### src/rtl/systolic_seq_ctrl_pkg.sv
// Shared types and defaults for the systolic array sequencing controller.
//   state_e    : controller state encoding (2 bits)
//   DEF_STAGES : default array depth between arr_data and arr_out
//   DEF_WIDTH  : default lane width
//   CNT_MAX    : saturation value of the per-burst word counter
package systolic_seq_ctrl_pkg;

   typedef enum logic [1:0] {
      ST_IDLE  = 2'd0,
      ST_FILL  = 2'd1,
      ST_DRAIN = 2'd2
   } state_e;

   localparam int unsigned DEF_STAGES = 16;
   localparam int unsigned DEF_WIDTH  = 8;
   localparam logic [7:0]  CNT_MAX    = 8'd255;

endpackage

### src/rtl/seq_tag_pipe.sv
// Valid/last tag shift register kept in lock-step with the external array.
// Ports:
//   clk, rst     : clock, synchronous active-high reset
//   shift_en     : advance all tags one stage (same enable as the array)
//   vld_in       : valid tag entering stage 0
//   lst_in       : last tag entering stage 0
//   vld_tail     : valid tag at the final stage
//   lst_tail     : last tag at the final stage
//   any_vld_nxt  : some stage will hold a valid word after this cycle's update
module seq_tag_pipe
   import systolic_seq_ctrl_pkg::*;
#(
   parameter int unsigned STAGES = DEF_STAGES
) (
   input  logic clk,
   input  logic rst,
   input  logic shift_en,
   input  logic vld_in,
   input  logic lst_in,
   output logic vld_tail,
   output logic lst_tail,
   output logic any_vld_nxt
);

   logic [STAGES-1:0] vld_q, vld_d;
   logic [STAGES-1:0] lst_q, lst_d;

   always_comb begin
      vld_d = vld_q;
      lst_d = lst_q;
      if (shift_en) begin
         vld_d = {vld_q[STAGES-2:0], vld_in};
         lst_d = {lst_q[STAGES-2:0], lst_in};
      end
   end

   always_ff @(posedge clk) begin
      if (rst) begin
         vld_q <= '0;
         lst_q <= '0;
      end else begin
         vld_q <= vld_d;
         lst_q <= lst_d;
      end
   end

   assign vld_tail    = vld_q[STAGES-1];
   assign lst_tail    = lst_q[STAGES-1];
   // Looks at the post-shift vector so DRAIN can leave the cycle the last
   // valid word is handed off.
   assign any_vld_nxt = |vld_d;

endmodule

### src/rtl/systolic_seq_ctrl.sv
// Sequencing controller for an external STAGES-deep systolic shift array.
// Feeds upstream words into the array, tracks which array slots hold real
// words, drains bubbles after the last word of a burst and stalls the whole
// array on downstream backpressure.
//
// state    | meaning
// ---------+------------------------------------------------------------
// ST_IDLE  | no burst open; first accepted word opens one
// ST_FILL  | burst open, array advances only on accepted words
// ST_DRAIN | last word taken; bubbles pushed in until no valid word left
//
// Ports:
//   clk, rst            : clock, synchronous active-high reset
//   in_valid/in_data/in_last/in_ready     : upstream word handshake
//   arr_shift_en/arr_data/arr_out         : array enable, head word, tail word
//   out_valid/out_data/out_last/out_ready : downstream word handshake
//   busy                : controller not idle
//   burst_len           : accepted-word count of last completed burst (sat. 255)
module systolic_seq_ctrl
   import systolic_seq_ctrl_pkg::*;
#(
   parameter int unsigned STAGES = DEF_STAGES,
   parameter int unsigned WIDTH  = DEF_WIDTH
) (
   input  logic             clk,
   input  logic             rst,
   input  logic             in_valid,
   input  logic [WIDTH-1:0] in_data,
   input  logic             in_last,
   output logic             in_ready,
   output logic             arr_shift_en,
   output logic [WIDTH-1:0] arr_data,
   input  logic [WIDTH-1:0] arr_out,
   output logic             out_valid,
   output logic [WIDTH-1:0] out_data,
   output logic             out_last,
   input  logic             out_ready,
   output logic             busy,
   output logic [7:0]       burst_len
);

   state_e     state_q, state_d;
   logic [7:0] cnt_q, cnt_d;
   logic [7:0] burst_len_q, burst_len_d;
   logic [7:0] cnt_inc;

   logic vld_tail, lst_tail, any_vld_nxt;
   logic tail_free, accept;

   // The tail can move when it holds a bubble or the downstream takes it.
   assign tail_free    = !vld_tail | out_ready;
   assign in_ready     = tail_free & (state_q != ST_DRAIN);
   assign accept       = in_valid & in_ready;
   assign arr_shift_en = accept | ((state_q == ST_DRAIN) & tail_free);
   assign arr_data     = accept ? in_data : '0;

   assign out_valid = vld_tail;
   assign out_last  = lst_tail & vld_tail;
   assign out_data  = arr_out;
   assign busy      = (state_q != ST_IDLE);
   assign burst_len = burst_len_q;

   assign cnt_inc = (cnt_q == CNT_MAX) ? cnt_q : cnt_q + 8'd1;

   seq_tag_pipe #(
      .STAGES (STAGES)
   ) u_tag_pipe (
      .clk         (clk),
      .rst         (rst),
      .shift_en    (arr_shift_en),
      .vld_in      (accept),
      .lst_in      (accept & in_last),
      .vld_tail    (vld_tail),
      .lst_tail    (lst_tail),
      .any_vld_nxt (any_vld_nxt)
   );

   always_comb begin
      state_d     = state_q;
      cnt_d       = cnt_q;
      burst_len_d = burst_len_q;
      case (state_q)
         ST_IDLE: begin
            if (accept) begin
               // Count restarts with the opening word already included.
               cnt_d = 8'd1;
               if (in_last) begin
                  state_d     = ST_DRAIN;
                  burst_len_d = 8'd1;
               end else begin
                  state_d = ST_FILL;
               end
            end
         end
         ST_FILL: begin
            if (accept) begin
               cnt_d = cnt_inc;
               if (in_last) begin
                  state_d     = ST_DRAIN;
                  burst_len_d = cnt_inc;
               end
            end
         end
         ST_DRAIN: begin
            if (!any_vld_nxt) begin
               state_d = ST_IDLE;
            end
         end
         default: state_d = ST_IDLE;
      endcase
   end

   always_ff @(posedge clk) begin
      if (rst) begin
         state_q     <= ST_IDLE;
         cnt_q       <= '0;
         burst_len_q <= '0;
      end else begin
         state_q     <= state_d;
         cnt_q       <= cnt_d;
         burst_len_q <= burst_len_d;
      end
   end

endmodule

### config.mk
export PLATFORM = sky130hd
export DESIGN_NAME = systolic_seq_ctrl
export DESIGN_NICKNAME = d
export VERILOG_FILES = /design/src/rtl/systolic_seq_ctrl_pkg.sv /design/src/rtl/seq_tag_pipe.sv /design/src/rtl/systolic_seq_ctrl.sv
export SDC_FILE = /design/constraint.sdc
export NUM_CORES = 1
export LEC_CHECK = 0
export CAP_MARGIN = 20
export CORE_AREA = 3 3 75 77
export CTS_CLUSTER_SIZE = 10
export DETAILED_ROUTE_END_ITERATION = 10
export DIE_AREA = 0 0 78 80
export MAX_ROUTING_LAYER = met4
export PLACE_DENSITY = 0.74
export SLEW_MARGIN = 5
export SYNTH_ARGS = -nofsm -noshare
export SYNTH_HDL_FRONTEND = slang
export SYNTH_SLANG_ARGS = --single-unit
export TNS_END_PERCENT = 5
### constraint.sdc
create_clock -name clk -period 1.5 [get_ports clk]
set_clock_uncertainty 0.15 [all_clocks]
set_input_delay 0.3 -clock clk [delete_from_list [all_inputs] [get_ports clk]]
set_output_delay 0.3 -clock clk [all_outputs]
set_load 0.01 [all_outputs]
### After elaboration in Yosys (flattened, before gate mapping)

Index checks and enable logic that the tools add are counted.

| operators by class | value |
|---|---|
| add/sub/neg operators | 1 |
| equal/unequal tests | 9 |
| mux-type cells | 17 |
| bitwise operators | 7 |
| reduce and logical (&&, ||, !) cells | 8 |

Operators by type and width:

| cell | number |
|---|---|
| $mux 8 | 8 |
| $pmux 8 s2 | 2 |
| $mux 16 | 1 |
| $reduce_or 16->1 | 1 |
| $ne 2x2->1 const B | 6 |
| $mux 2 | 5 |
| $add 8x1->8 const B | 1 |
| $eq 8x8->1 const B | 1 |
| $pmux 2 s3 | 1 |
| $and 1x1->1 | 5 |
| $reduce_and 5->1 | 1 |
| $reduce_and 4->1 | 1 |
| $reduce_bool 2->1 | 2 |
| $reduce_and 3->1 | 1 |
| $eq 2x1->1 const B | 1 |
| $eq 2x2->1 const B | 1 |
| $logic_not 2->1 | 1 |
| $or 1x1->1 | 2 |
| $logic_not 1->1 | 1 |

| word-level totals | value |
|---|---|
| flip-flop bits (word level) | 50 |
| bits of input ports | 21 |
| output and inout port bits | 29 |
| word-level logic and storage cells | 47 |

### Logic depth before layout (Yosys ltp)

| depth | value |
|---|---|
| word-level depth | 9 |
| gate-level depth with buffers | 6 |
| mapped depth without buffers | 5 |

### Hierarchy

A second synthesis with hierarchy kept.

| unflattened totals | value |
|---|---|
| cells, all modules | 242 |
| area, all modules | 2257.2 um2 |

Modules (own cells, without submodules):

| module | instances | cells each | area each (um2) | seq. area each (um2) |
|---|---|---|---|---|
| seq_tag_pipe | 1 | 110 | 1168.6 | 640.6 |
| systolic_seq_ctrl | 1 | 132 | 1088.5 | 360.3 |

### Least setup slack after synthesis

Ideal clock, no wire load.

| timing path | value |
|---|---|
| kind | register to register |
| from | register cnt_q[0] |
| to | register burst_len_q[3] (netlist: burst_len[3]) |
| setup time | 96 ps |
| arrival time | 1359 ps |
| data required time | 1254 ps |
| path slack | -104 ps |
| cell stages (with the launch flop) | 6 |
| path buffers | 0 |
| period minus slack after synthesis | 1604 ps |
| cells stage by stage | dfxtp_1 -> ha_1 -> nand3_2 -> nor2_4 -> o21ai_1 -> o41ai_2 |

| between the ends | value |
|---|---|
| longest elaborated chain between the ends | 5 |
| elaborated cells on any way between the ends | 6 |
| classes of those cells | 1 x add/sub; 1 x eq/ne; 4 x mux |

RTL lines:

| item | RTL line | text |
|---|---|---|
| start, declared | systolic_seq_ctrl.sv:43 | `logic [7:0] cnt_q, cnt_d;` |
| start signal, assigned | systolic_seq_ctrl.sv:120 | `cnt_q <= cnt_d;` |
| $add 8x1->8 or $eq 8x8->1 (tied branches) | systolic_seq_ctrl.sv:63 | `assign cnt_inc = (cnt_q == CNT_MAX) ? cnt_q : cnt_q + 8'd1;` |
| $mux 8 * | systolic_seq_ctrl.sv:63 |  |
| $mux 8 * | systolic_seq_ctrl.sv:98 | `if (in_last) begin` |
| $mux 8 * | systolic_seq_ctrl.sv:96 | `if (accept) begin` |
| $pmux 8 s2 * | systolic_seq_ctrl.sv:82 | `case (state_q)` |
| end signal, assigned | systolic_seq_ctrl.sv:121 | `burst_len_q <= burst_len_d;` |
| end, declared | systolic_seq_ctrl.sv:44 | `logic [7:0] burst_len_q, burst_len_d;` |

Mark *: on every way between the ends. The rest lies on a longest branch, timed or not. The select of a mux whose other input is x is not followed.
A chain may end at the register's enable or synchronous reset.

### Worst setup path after layout

| timing path | value |
|---|---|
| from | register state_q[0] |
| to | output arr_data[6] |

| between the ends | value |
|---|---|
| longest elaborated chain between the ends | 4 |

RTL lines:

| item | RTL line | text |
|---|---|---|
| start, declared | systolic_seq_ctrl.sv:42 | `state_e state_q, state_d;` |
| start signal, assigned | systolic_seq_ctrl.sv:119 | `state_q <= state_d;` |
| $ne 2x2->1 | systolic_seq_ctrl.sv:52 | `assign in_ready = tail_free & (state_q != ST_DRAIN);` |
| $and 1x1->1 | systolic_seq_ctrl.sv:52 |  |
| $and 1x1->1 | systolic_seq_ctrl.sv:53 | `assign accept = in_valid & in_ready;` |
| $mux 8 | systolic_seq_ctrl.sv:55 | `assign arr_data = accept ? in_data : '0;` |
| end, declared | systolic_seq_ctrl.sv:32 | `output logic [WIDTH-1:0] arr_data,` |

No other way between the ends.

==> flow_summary.toml <==
[global_route]
grt_pass1_vias = 1916
grt_overflow_total = 0
grt_first_pass_wirelength_mm = 8.763
grt.total_usage = 0.1778
antenna_found_initial = 0
grt_start_max_net_pins = 35

[setup_path]
cp_max_fo = 5
startpoint_type = "flop"
path_common_cell = "buf_6"
worstPathArrival_ns = 1.40
reg2reg_setup_slack_ns = -0.18
crit_slowest_cell = "dfxtp_2"
slowest_delay_ns = 0.33
required_ns = 1.05
cp_num_buf_inv = 2
cp_top_family = "simple AND/OR/NAND/NOR gates"
crit_chain = "and2b_4 > nor3_4 > buf_6 > and2_4 > buf_6"
endpoint_kind = "output pin"
rr_worst_depth = 8
crit_type = "flop to output pin"
critical_path_depth = 5

[placement]
hpwlAfterDp_mm = 3.645
portBuffers = 33
gp_congestion = 0.8475

[power]
p_clk_frac = 0.320
p_int_mw = 1.898
power.density_nw_per_um2 = 832.2
seq_power_share = 0.523
total_power_mw = 2.594
ir_drop_v = 0.0005704
power.switching_uw = 695.6
switching_share = 0.2682
combPwrFrac = 0.157
p_leak_nw = 1.181

[cts]
hold_buffers = 0
cts_made_buffers = 5
cts.path.max_buffers = 2
clock_sinks = 50
clk_latency_ns = 0.31
cts_tree = "yes"
cts_max_level = 2
cts-root-buf = "clkbuf_8"
clk_pin_slew_ns = 0.09

[floorplanning]
core-area_um2 = 5075
num_rows = 26
io_pins = 50
die_y_um = 80
start_util = 0.4438
fp.dieArea_um2 = 6240
fp.dieW_um = 78

[logic_synthesis]
synth_area_per_cell_um2 = 8.190
async_flop_share = 0
synth_edf_count = 0
syn_area_um2 = 2252
ys_seq_area_frac = 0.4444
synth.distinct_cells = 51
ys.flop_type = "dfxtp_1"
netlist_instances = 275
synthesis.nets = 297
ys_warn_count = 0
yosys_register_bits = 50

[finish]
num_antenna_cells = 0
drive_gt1_frac = 0.3393
final_util = 0.6142
syn2layout_area_growth_pct = 38.39
final_nets = 354

[outcome]
outcome = "finished with violations"
violations = "negative setup slack"

[routing]
via_per_inst = 5.268
wl_per_cell_um = 13.26
wirelength_mm = 5.344
drc = 0
first_pass_iters = 4
num_vias = 2123
drt_iter0_drc = 94
detail-route-antenna-nets = 0

[timing]
finalSetupViolCount = 24
finalHoldViolCount = 0
worst_slack_ns = -0.3479
period_share = 1.232
grt_setup_unrepaired = "true"
min_period_ns = 1.848
worstMarginPinSlew_ns = 0.3240
fmax_ghz = 0.5412
maxSlewHeadroom = 0.7778
slew_violations = 0

[hold_path]
hold_depth = 2
hold_class = "flop to flop"

[run]
cap_violations = 0
synth_stat cells, types with 2 or more instances:
| library cell | n | area share |
|---|---|---|
| a211oi_1 | 4 | 0.013 |
| o32ai_2 | 2 | 0.014 |
| nor2_1 | 11 | 0.018 |
| buf_2 | 9 | 0.020 |
| nand2b_1 | 2 | 0.0056 |
| inv_2 | 2 | 0.0033 |
| a21oi_1 | 37 | 0.082 |
| dfxtp_1 | 50 | 0.44 |
| o32ai_1 | 2 | 0.0078 |
| clkbuf_1 | 5 | 0.0083 |
| nand3_1 | 5 | 0.011 |
| inv_1 | 2 | 0.0033 |
| or3_1 | 2 | 0.0056 |
| and3_1 | 2 | 0.0056 |
| mux2i_1 | 3 | 0.013 |
| nand4_1 | 5 | 0.014 |
| nor4_1 | 3 | 0.0083 |
| nand2_1 | 72 | 0.12 |
| a22oi_1 | 2 | 0.0067 |
| o21ai_1 | 6 | 0.013 |
| and2_1 | 9 | 0.025 |
| buf_4 | 11 | 0.037 |
kinds of logic after synthesis:
logic type	share of synthesized area
and+or+nand+nor	0.2611
AOI/OAI and AO/OA	0.1983
DFF	0.4444
buffers and inverters	0.07333
muxes	0.01333
xor gates and xnor gates	0.003890
adders and majority gates	0.005555
per-stage QoR:
stage | area [um2] | TNS [ns] | setup slack [ns] | hold slack [ns] | std cells
6_report | 3117 | -4.361 | -0.3479 | 0.3051 | 403
5_1_grt | 3117 | -7.472 | -0.4353 | 0.3257 | 403
4_1_cts | 2984 | -3.933 | -0.3768 | 0.3085 | 402
3_5_place_dp | 2831 | -31.61 | -0.9716 | 0.2956 | 391
3_3_place_gp | 2831 | -29.70 | -0.9334 | 0.2858 | 391
2_1_floorplan | 2266 | -0.01275 | -0.008426 | 0.2567 | 275
worst paths after layout:
path / start / end
setup / recovery: state_q[0]$_SDFFE_PP0P_ / arr_data[6]
hold / removal: burst_len[7]$_SDFFE_PP0P_ / burst_len[7]$_SDFFE_PP0P_
setup reg to reg: state_q[0]$_SDFFE_PP0P_ / cnt_q[7]$_SDFFE_PP0P_
hold reg to reg: burst_len[7]$_SDFFE_PP0P_ / burst_len[7]$_SDFFE_PP0P_
area by class of cell:
cell class / instances / area [um2]
Timing Repair Buffer: 75 / 668.1
Inverter: 5 / 18.77
Fill cell: 442 / 1958
Clock inverter: 3 / 26.28
Clock buffer: 5 / 68.82
Tap cell: 70 / 87.58
Sequential cell: 50 / 1006
Multi-Input combinational cell: 195 / 1241
cell usage in the layout (no fill, tap or decap), types with 2 or more instances in the layout:
cell type        count
a22oi_1              2
a21oi_1             30
buf_12               3
and2b_2              2
inv_2                2
nand4_1              5
nor2_4               2
inv_1                2
mux2i_1              3
clkdlybuf4s50_1     10
a21oi_2              7
buf_4               34
nor4_1               3
nand2_1             72
o32ai_2              4
and2_1               2
inv_6                3
nand3_1              5
dfxtp_1             46
dlygate4sd2_1       10
dfxtp_2              4
a211oi_2             4
o21ai_1              5
buf_6               12
buf_2                5
clkbuf_8             5
nor2_1               9
and2_4               7
power by group through the flow:
stage	sequential, mW	combinational [mW]	clock, mW
final	1.36	0.408	0.829
after global routing	1.36	0.440	0.908
after CTS	1.36	0.369	0.857
after detailed placement	1.39	0.348	0
after global placement	1.39	0.344	0
after floorplan	1.39	0.193	0
worst register-to-register path: cells and delay by family, from the launching register on:
family | cells | cell delay, ns
AND/OR/NAND/NOR | 3 | 0.45
flip-flops | 1 | 0.33
AO/OA/AOI/OAI | 1 | 0.23
buffers and inverters | 4 | 0.45
sequential cells by signal, summed over array words and instances (netlist names):
name              cells
u_tag_pipe.lst_q     16
u_tag_pipe.vld_q     16
burst_len             8
cnt_q                 8
state_q               2
metal layers:
layer | GRT usage | up-vias | part of all wire
met5 | - | - | 0
met3 | 0.05079 | 18 | 0.065
li1 | - | 1048 | -
met1 | 0.2076 | 1001 | 0.43
met4 | 0.06119 | 0 | 0.024
met2 | 0.2945 | 56 | 0.48
repair_timing:
action	4_1_cts	5_1_grt
endpoints found under the hold margin	0	0
pin swaps	15	14
resized for setup	86	31
endpoints found under the setup margin	70	60
setup buffers	3	1
No activity file was read; power rests on OpenSTA's default activity.
